File: config.mk
export PLATFORM = sky130hd
export DESIGN_NAME = colpar_gen_flat
export DESIGN_NICKNAME = d
export VERILOG_FILES = /design/src/rtl/colpar_pkg.sv /design/src/rtl/colpar_if.sv /design/src/rtl/colpar_idx_cnt.sv /design/src/rtl/colpar_gen.sv /design/src/flat_wrapper.sv
export SDC_FILE = /design/constraint.sdc
export NUM_CORES = 1
export LEC_CHECK = 0
export ABC_AREA = 1
export CAP_MARGIN = 20
export CORE_ASPECT_RATIO = 0.8
export CORE_MARGIN = 2
export CORE_UTILIZATION = 40
export CTS_CLUSTER_DIAMETER = 120
export DETAILED_ROUTE_END_ITERATION = 16
export GPL_TIMING_DRIVEN = 0
export PLACE_DENSITY_LB_ADDON = 0.12
export SETUP_SLACK_MARGIN = 0.15
export SLEW_MARGIN = 20
export SYNTH_ARGS = -nofsm -noshare
export SYNTH_HDL_FRONTEND = slang
export SYNTH_SLANG_ARGS = --single-unit
File: constraint.sdc
create_clock -name clk -period 1.7 [get_ports clk]
set_input_delay 0.34 -clock clk [delete_from_list [all_inputs] [get_ports clk]]
set_output_delay 0.34 -clock clk [all_outputs]
set_load 0.1 [all_outputs]
File: src/rtl/colpar_pkg.sv
`default_nettype none
//==============================================================================
// Module   : colpar_pkg
// Brief    : Shared types, default geometry and width helpers for the
//            column-parity generator.
// Revision : 1.0 - initial release
//==============================================================================
package colpar_pkg;

   // Default frame geometry
   localparam int LANE_W_D = 64;   // z positions per x-row
   localparam int ROWS_D   = 5;    // bits per column (y extent)
   localparam int COLS_D   = 5;    // x-rows per frame

   // Frame-level control states
   typedef enum logic [1:0] {
      IDLE = 2'd0,
      RUN  = 2'd1,
      DONE = 2'd2
   } state_e;

   // Counter width for an extent: $clog2, never narrower than one bit
   function automatic int cnt_w(input int extent);
      return (extent > 1) ? $clog2(extent) : 1;
   endfunction

endpackage
`default_nettype wire

File: src/rtl/colpar_if.sv
`default_nettype none
//==============================================================================
// Module   : colpar_if
// Brief    : Stream-in / parity-out bundle of the column-parity generator.
// Revision : 1.0 - initial release
//==============================================================================
interface colpar_if;

   logic start;      // frame start pulse
   logic abort;      // synchronous frame cancel
   logic din;        // serial state bit
   logic din_valid;  // din qualifier
   logic pout;       // column parity bit
   logic pout_en;    // parity strobe
   logic co;         // last column of the x-row
   logic busy;       // frame in progress
   logic done;       // frame complete pulse

   // Stream source / parity sink side
   modport master (
      output start, abort, din, din_valid,
      input  pout, pout_en, co, busy, done
   );

   // Generator side
   modport slave (
      input  start, abort, din, din_valid,
      output pout, pout_en, co, busy, done
   );

endinterface
`default_nettype wire

File: src/rtl/colpar_idx_cnt.sv
`default_nettype none
//==============================================================================
// Module   : colpar_idx_cnt
// Brief    : Nested y/z/x position counter. y runs fastest (bits within a
//            column), then z (column within an x-row), then x (row of frame).
// Revision : 1.0 - initial release
//==============================================================================
module colpar_idx_cnt
   import colpar_pkg::*;
#(
   parameter int LANE_W = LANE_W_D,
   parameter int ROWS   = ROWS_D,
   parameter int COLS   = COLS_D
) (
   input  wire  clk,
   input  wire  rst,           // asynchronous, active-low
   input  wire  clr_i,         // synchronous clear, wins over en_i
   input  wire  en_i,          // advance by one accepted bit
   output logic col_last_o,    // y at ROWS-1
   output logic row_last_o,    // col_last and z at LANE_W-1
   output logic frame_last_o   // row_last and x at COLS-1
);

   localparam int YW = cnt_w(ROWS);
   localparam int ZW = cnt_w(LANE_W);
   localparam int XW = cnt_w(COLS);

   logic [YW-1:0] y_q, y_d;
   logic [ZW-1:0] z_q, z_d;
   logic [XW-1:0] x_q, x_d;
   logic          y_last, z_last, x_last;

   // Explicit terminal compares so non-power-of-two extents wrap correctly
   assign y_last = (y_q == YW'(ROWS - 1));
   assign z_last = (z_q == ZW'(LANE_W - 1));
   assign x_last = (x_q == XW'(COLS - 1));

   assign col_last_o   = y_last;
   assign row_last_o   = y_last & z_last;
   assign frame_last_o = y_last & z_last & x_last;

   // Next position: y carries into z, z carries into x, x wraps at frame end
   always_comb begin
      y_d = y_q;
      z_d = z_q;
      x_d = x_q;
      if (clr_i) begin
         y_d = '0;
         z_d = '0;
         x_d = '0;
      end else if (en_i) begin
         if (!y_last) begin
            y_d = y_q + 1'b1;
         end else begin
            y_d = '0;
            if (!z_last) begin
               z_d = z_q + 1'b1;
            end else begin
               z_d = '0;
               x_d = x_last ? '0 : x_q + 1'b1;
            end
         end
      end
   end

   // Position registers
   always_ff @(posedge clk or negedge rst) begin
      if (!rst) begin
         y_q <= '0;
         z_q <= '0;
         x_q <= '0;
      end else begin
         y_q <= y_d;
         z_q <= z_d;
         x_q <= x_d;
      end
   end

endmodule
`default_nettype wire

File: src/rtl/colpar_gen.sv
`default_nettype none
//==============================================================================
// Module   : colpar_gen
// Brief    : Column-parity generator. Folds a column-ordered serial stream
//            into one XOR parity bit per column, flagging the last column of
//            each x-row on co for the downstream line writer.
// Revision : 1.0 - initial release
//==============================================================================
module colpar_gen
   import colpar_pkg::*;
#(
   parameter int LANE_W = LANE_W_D,
   parameter int ROWS   = ROWS_D,
   parameter int COLS   = COLS_D
) (
   input  wire     clk,
   input  wire     rst,        // asynchronous, active-low
   colpar_if.slave bus
);

   state_e state_q;
   logic   acc_q;
   logic   pout_q, pout_en_q, co_q, busy_q, done_q;

   logic   accept;
   logic   cnt_clr;
   logic   col_last, row_last, frame_last;

   // A bit is consumed only while running and not being cancelled
   assign accept  = (state_q == RUN) & bus.din_valid & ~bus.abort;
   // Positions restart on every frame start and on every cancel
   assign cnt_clr = bus.abort | ((state_q == IDLE) & bus.start);

   colpar_idx_cnt #(
      .LANE_W (LANE_W),
      .ROWS   (ROWS),
      .COLS   (COLS)
   ) u_idx (
      .clk          (clk),
      .rst          (rst),
      .clr_i        (cnt_clr),
      .en_i         (accept),
      .col_last_o   (col_last),
      .row_last_o   (row_last),
      .frame_last_o (frame_last)
   );

   // Frame FSM, parity accumulator and registered outputs; the strobes
   // default low each cycle so pout/co are zero whenever pout_en is low.
   always_ff @(posedge clk or negedge rst) begin
      if (!rst) begin
         state_q   <= IDLE;
         acc_q     <= 1'b0;
         pout_q    <= 1'b0;
         pout_en_q <= 1'b0;
         co_q      <= 1'b0;
         busy_q    <= 1'b0;
         done_q    <= 1'b0;
      end else begin
         pout_q    <= 1'b0;
         pout_en_q <= 1'b0;
         co_q      <= 1'b0;
         done_q    <= 1'b0;
         if (bus.abort) begin
            // Cancel beats both start and din_valid
            state_q <= IDLE;
            acc_q   <= 1'b0;
            busy_q  <= 1'b0;
         end else begin
            case (state_q)
               IDLE: begin
                  if (bus.start) begin
                     state_q <= RUN;
                     acc_q   <= 1'b0;
                     busy_q  <= 1'b1;
                  end
               end
               RUN: begin
                  if (bus.din_valid) begin
                     if (col_last) begin
                        pout_q    <= acc_q ^ bus.din;
                        pout_en_q <= 1'b1;
                        co_q      <= row_last;
                        acc_q     <= 1'b0;
                        if (frame_last) begin
                           state_q <= DONE;
                           done_q  <= 1'b1;
                           busy_q  <= 1'b0;
                        end
                     end else begin
                        acc_q <= acc_q ^ bus.din;
                     end
                  end
               end
               DONE: begin
                  state_q <= IDLE;
               end
               default: begin
                  state_q <= IDLE;
                  busy_q  <= 1'b0;
               end
            endcase
         end
      end
   end

   assign bus.pout    = pout_q;
   assign bus.pout_en = pout_en_q;
   assign bus.co      = co_q;
   assign bus.busy    = busy_q;
   assign bus.done    = done_q;

endmodule
`default_nettype wire

File: src/flat_wrapper.sv
// flat-port wrapper written by rule: the top's interface ports become plain ports
module colpar_gen_flat import colpar_pkg::*;
#(
   parameter int LANE_W = LANE_W_D,
   parameter int ROWS   = ROWS_D,
   parameter int COLS   = COLS_D
)
  (clk, rst, bus_start, bus_abort, bus_din, bus_din_valid, bus_pout, bus_pout_en, bus_co, bus_busy, bus_done);
  colpar_if bus_i ();
  input  wire clk;
  input  wire rst;
  input wire logic [$bits(bus_i.start)-1:0] bus_start;
  input wire logic [$bits(bus_i.abort)-1:0] bus_abort;
  input wire logic [$bits(bus_i.din)-1:0] bus_din;
  input wire logic [$bits(bus_i.din_valid)-1:0] bus_din_valid;
  output wire logic [$bits(bus_i.pout)-1:0] bus_pout;
  output wire logic [$bits(bus_i.pout_en)-1:0] bus_pout_en;
  output wire logic [$bits(bus_i.co)-1:0] bus_co;
  output wire logic [$bits(bus_i.busy)-1:0] bus_busy;
  output wire logic [$bits(bus_i.done)-1:0] bus_done;
  assign bus_i.start = bus_start;
  assign bus_i.abort = bus_abort;
  assign bus_i.din = bus_din;
  assign bus_i.din_valid = bus_din_valid;
  assign bus_pout = bus_i.pout;
  assign bus_pout_en = bus_i.pout_en;
  assign bus_co = bus_i.co;
  assign bus_busy = bus_i.busy;
  assign bus_done = bus_i.done;
  colpar_gen #(.LANE_W(LANE_W), .ROWS(ROWS), .COLS(COLS)) u_core (.clk(clk), .rst(rst), .bus(bus_i));
endmodule
== Word-level counts from Yosys, hierarchy flattened ==
Index checks and enable logic that the tools add are counted.
Operators by class
  add/subtract/negate cells: 3
  eq/ne operators: 10
  multiplexer cells: 46
  bitwise gates (word level): 8
  reductions and logical operators: 10
Operators by type and width (count)
  two-way mux 1 bit: 26
  two-way mux 3 bit: 8
  two-way mux 6 bit: 4
  two-way mux 2 bit: 5
  != test 3 bit (second input constant): 3
  adder 3 x 1 -> 3 bit (second input constant): 2
  adder 6 x 1 -> 6 bit (second input constant): 1
  equality test 3 bit (second input constant): 2
  equality test 6 bit (second input constant): 1
  AND reduction 3 bit: 2
  nonzero test 2 bit: 3
  AND 1 bit: 5
  AND reduction 5 bit: 1
  case mux 2 bit (2 select lines): 1
  AND reduction 4 bit: 1
  != test 3 x 2 -> 1 bit (second input constant): 1
  case mux 1 bit (3 select lines): 1
  nonzero test 3 bit: 1
  equality test 2 x 1 -> 1 bit (second input constant): 1
  equality test 2 bit (second input constant): 1
  logical NOT 2 bit: 1
  != test 2 bit (second input constant): 1
  case mux 1 bit (2 select lines): 1
  AND reduction 2 bit: 1
  3 further kinds: 3
Storage, ports and cells
  bits in registers: 20
  input bits: 6
  output and inout port bits: 5
  logic and storage cells: 87

== Depth between registers and ports, before layout ==
  depth after elaboration: 8
  depth in mapped cells: 9
  gate-level depth less buffers: 9

== Hierarchy ==
From an unflattened synthesis, not the netlist that was laid out.
Unflattened totals
  cell total of the unflattened synthesis: 146
  area, all modules: 1182.4 sq um
By module, submodules not included
  colpar_idx_cnt: instances 1, cells an instance 95, area an instance 774.5 sq um, sequential area each 300.3 sq um
  colpar_gen: instances 1, cells an instance 51, area an instance 407.9 sq um, sequential area each 200.2 sq um

== Worst setup path after synthesis ==
Ideal clock, no wire load.
  path kind: flip-flop to flip-flop
  start point: reg u_core.u_idx.z_q[0]
  end point: reg u_core.u_idx.x_q[0]
  setup time: 0.118 ns
  arrival time: 1.236 ns
  data required time: 1.582 ns
  slack: 0.345 ns
  cell stages (with the launch flop): 9
  buffers on the path: 0
  period minus slack after synthesis: 1.355 ns
  path through: dfrtp_1 > ha_1 > nand3_1 > nor2_1 > inv_2 > nor2_4 > nor2_2 > nand2_1 > nand2_1
Between the ends
  longest elaborated chain between the ends: 3
Ends and longest elaborated chain
  from (decl): RTL line colpar_idx_cnt.sv:29  | logic [ZW-1:0] z_q, z_d;
  from (signal assigned): RTL line colpar_idx_cnt.sv:74  | z_q <= z_d;
  equality test 6 bit: RTL line colpar_idx_cnt.sv:35  | assign z_last = (z_q == ZW'(LANE_W - 1));
  nonzero test 2 bit (no source line)
  AND reduction 3 bit (no source line)
  to (signal assigned): RTL line colpar_idx_cnt.sv:71  | x_q <= '0;
  to (signal assigned): RTL line colpar_idx_cnt.sv:75  | x_q <= x_d;
  to (decl): RTL line colpar_idx_cnt.sv:30  | logic [XW-1:0] x_q, x_d;
No other way between the ends.
A chain may end at the register's enable or synchronous reset.

== Worst setup path after layout ==
  start point: reg u_core.done_q (netlist: u_core.bus.done)
  end point: out bus_done
RTL lines
  from (decl): RTL line colpar_gen.sv:23  | logic pout_q, pout_en_q, co_q, busy_q, done_q;
  from (signal assigned): RTL line colpar_gen.sv:58  | done_q <= 1'b0;
  from (signal assigned): RTL line colpar_gen.sv:63  | done_q <= 1'b0;
  from (signal assigned): RTL line colpar_gen.sv:87  | done_q <= 1'b1;
  to (decl): RTL line flat_wrapper.sv:20  | output wire logic [$bits(bus_i.done)-1:0] bus_done;
No word-level cell between the ends.

==> run_results.csv <==
group,metric,value,unit
yosys,synth.yosys.seq_area_share,46.3,%
timing,report.final.hold_viol_count,0,
yosys,ys_types,21,
yosys,synth_top_cell_area_share,46.3,%
floorplan,dieHeight,50.5,microns
detailed_routing,antenna_nets_post_route,0,
cells_and_area,nFillCells,246,
cells_and_area,drive_above_1_share,17.2,%
critical_path,setup.worst_path.end_class,"output port",
floorplan,pin_count,11,
timing,timing_worst_slew_pin_value,903,ps
cts,cts_made_buffers,3,
cells_and_area,register_area,500,sq um
hold_path,timing.hold.worst.class,"reg -> reg",
cells_and_area,area_delta_synth_final,20.4,%
yosys,ys_top_cells_by_area,"dfrtp_1, nand2_1, inv_1",
place,dp_worst_setup_slack,-97.9,ps
cts,cts.sink_count,20,
cells_and_area,stdcell_area,1300,sq um
timing,relSlewSlack,39.6,%
cts,buffers_from_clock_root_to_sink_at_most,2,
cts,clock_insertion_delay_worst_skew,290,ps
critical_path,cp.buffers_inverters,1,
cells_and_area,layout_commonest_cell,"nand2_1",
critical_path,path_delay_family,"buffers and inverters",
critical_path,critical_path_peak_fanout,1,
cells_and_area,finalCoreUtilization,51.9,%
cts,h-tree-depth,1,
critical_path,cp_cell_sequence,"clkdlybuf4s18_2",
yosys,yosys_warn_count,0,
detailed_routing,drt_drc_violations_left,0,
cts,clk_pin_slew,110,ps
place,routability_congestion_estimate,0.751,
global_route,grt_start_max_net_pins,21,
global_route,grt_remaining_overflow,0,
detailed_routing,vias_per_cell,4.73,
timing,drv_slew,0,
yosys,syn-instance-count,138,
yosys,post_synth.cell_area_avg,7.82,sq um
floorplan,die_width,62.1,microns
global_route,antenna_found_initial,0,
critical_path,crit_required,1360,ps
timing,final-setup-viol-count,0,
power_and_ir_drop,power.ir.vdd_worst,0.604,mV
yosys,synth-seq-cells,20,
floorplan,initial_core_utilization,43.2,%
cells_and_area,layout.cells.most_common_list,"nand2_1, dfrtp_1, inv_1",
timing,min_period,1500,ps
critical_path,worst_ep_arrival_time,1160,ps
global_route,grtUsageTotal,16.3,%
floorplan,die_area,3130,sq um
global_route,grt_pass1_vias,908,
place,place.port_buffers,10,
detailed_routing,post_drt_wl_per_cell,11.1,microns
power_and_ir_drop,lkg_pwr,0.659,nW
cells_and_area,n_antenna_cell,0,
timing,max_clock_freq,665,MHz
yosys,syn-cell-area,1080,sq um
outcome,status,"completed",
flow_run,timing.max_cap.violations,0,
critical_path,critical_path.max_stage_delay,530,ps
timing,layout_worst_path_cycle_share,88.5,%
detailed_routing,drtIter0Drc,37,
yosys,mappedNetlistNets,149,
power_and_ir_drop,power.density_cell_area,844,nW/um^2
critical_path,worst_setup_path_start_kind,"flip-flop",
timing,postLayoutSetupSlackWorst,196,ps
detailed_routing,drt-pass1-iter-count,4,
detailed_routing,route.vias.total,912,
cts,cts_hold_buf,0,
timing,fin_worst_skew,2.26,ps
yosys,cell_type_with_the_largest_total_area_after_synthesis,"dfrtp_1",
global_route,wire_length_of_the_first_global_routing_pass,3.77,mm
cells_and_area,total_area_of_multi_input_combinational_cells,520,sq um
cts,tritoncts,"yes",
critical_path,worst_path_max_delay_cell,"clkdlybuf4s18_2",
place,dp.final_hpwl,1.55,mm
cells_and_area,final_nets,170,
cts,cts-root-buf,"clkbuf_4",
place,detailed_place.area,1220,sq um
timing,rsz0062_at_grt,"false",
floorplan,row_count,16,
floorplan,coreArea,2500,sq um
critical_path,timing.setup.critical_path_class,"reg -> out",
detailed_routing,detail_route.wirelength,2.14,mm
==> cells in the mapped netlist <==
| library cell | number |
|---|---|
| ha_1 | 5 |
| inv_1 | 19 |
| buf_4 | 1 |
| nor3_1 | 2 |
| dfrtp_1 | 20 |
| o21ai_1 | 1 |
| xor2_1 | 2 |
| o22ai_1 | 1 |
| nand3_2 | 1 |
| nand4_1 | 3 |
| xnor2_1 | 2 |
| nor2_2 | 2 |
| nor2_4 | 1 |
| nand3_1 | 14 |
| nor3_2 | 1 |
| o21ai_0 | 3 |
| nand2_1 | 43 |
| a21oi_1 | 3 |
| inv_2 | 2 |
| a21oi_2 | 1 |
| nor2_1 | 11 |
==> routing by layer <==
| layer | vias to the layer above | part of all wire, % | GRT usage (%) | wire length, microns |
|---|---|---|---|---|
| met5 | - | 0 | 0 | 0 |
| met4 | 0 | 0.61 | 3.19 | 13 |
| met3 | 2 | 3.5 | 4.64 | 74 |
| met2 | 14 | 45 | 25.2 | 955 |
| met1 | 425 | 51 | 22.6 | 1090 |
| li1 | 471 | - | - | - |
==> logic make-up (layout without fill, tap and decap cells) <==
group	after synthesis	in the layout	synth area share (%)
flip-flops	20	20	46.3
XOR/XNOR	4	4	3.25
adder cells (fa/ha/maj)	5	5	5.79
AO/OA/AOI/OAI	9	9	4.63
buffers and inverters	22	41	8.00
AND/OR/NAND/NOR	78	78	32.0
==> metrics by stage <==
stage	power, mW	hold slack (ps)	TNS, ps	instances
finish	1.10	490	0	193
global route	1.18	525	0	193
CTS	1.10	495	0	188
detailed placement	0.881	465	-666	184
global placement	0.876	462	-663	184
floorplan	0.791	44.4	0	138
==> what timing repair did <==
item / in CTS / in global routing
pin swaps: 0 / 4
resized for setup: 17 / 14
setup endpoints to repair: 13 / 15
buffers inserted: 1 / 5
==> worst reg2reg max path: cells and delay by family (launching register included) <==
kind / cells / cell delay [ps]
AND/OR/NAND/NOR: 7 / 690
adder cells (fa/ha/maj): 1 / 160
flip-flops: 1 / 410
buffers and inverters: 1 / 80
==> registers in the layout (all words and copies together), names as in the netlist <==
name / count
u_core.acc_q: 1
u_core.bus.busy: 1
u_core.bus.co: 1
u_core.bus.done: 1
u_core.bus.pout: 1
u_core.bus.pout_en: 1
u_core.state_q: 2
u_core.u_idx.x_q: 3
u_core.u_idx.y_q: 3
u_core.u_idx.z_q: 6
==> path summary, 6_finish.rpt <==
path                                startpoint                   to  slack [ps]  depth (start not counted)
setup / recovery               u_core.bus.done             bus_done         200                          1
hold / removal                 u_core.bus.busy      u_core.bus.busy         490                          2
setup reg to reg           u_core.u_idx.y_q[0]  u_core.u_idx.x_q[0]         260                          9
hold reg to reg                u_core.bus.busy      u_core.bus.busy         490                          2
max in group asynchronous                  rst  u_core.u_idx.z_q[3]         610                          1
min in group asynchronous                  rst    u_core.state_q[0]         540                          1
==> power breakdown <==
group | internal (mW) | leakage [nW] | switching, mW
Clock | 0.0825 | 0.0138 | 0.140
Sequential | 0.509 | 0.276 | 0.0302
Combinational | 0.0918 | 0.369 | 0.244
Total | 0.683 | 0.659 | 0.414
==> layout make-up <==
type | count | area share (%)
clock buffer | 3 | 1.73
buffer | 1 | 0.577
sequential | 20 | 38.5
timing repair buffer | 16 | 9.62
tap | 36 | 3.46
inverter | 21 | 6.06
multi-input combinational | 96 | 40.0
Power figures use the tool's default switching activity.
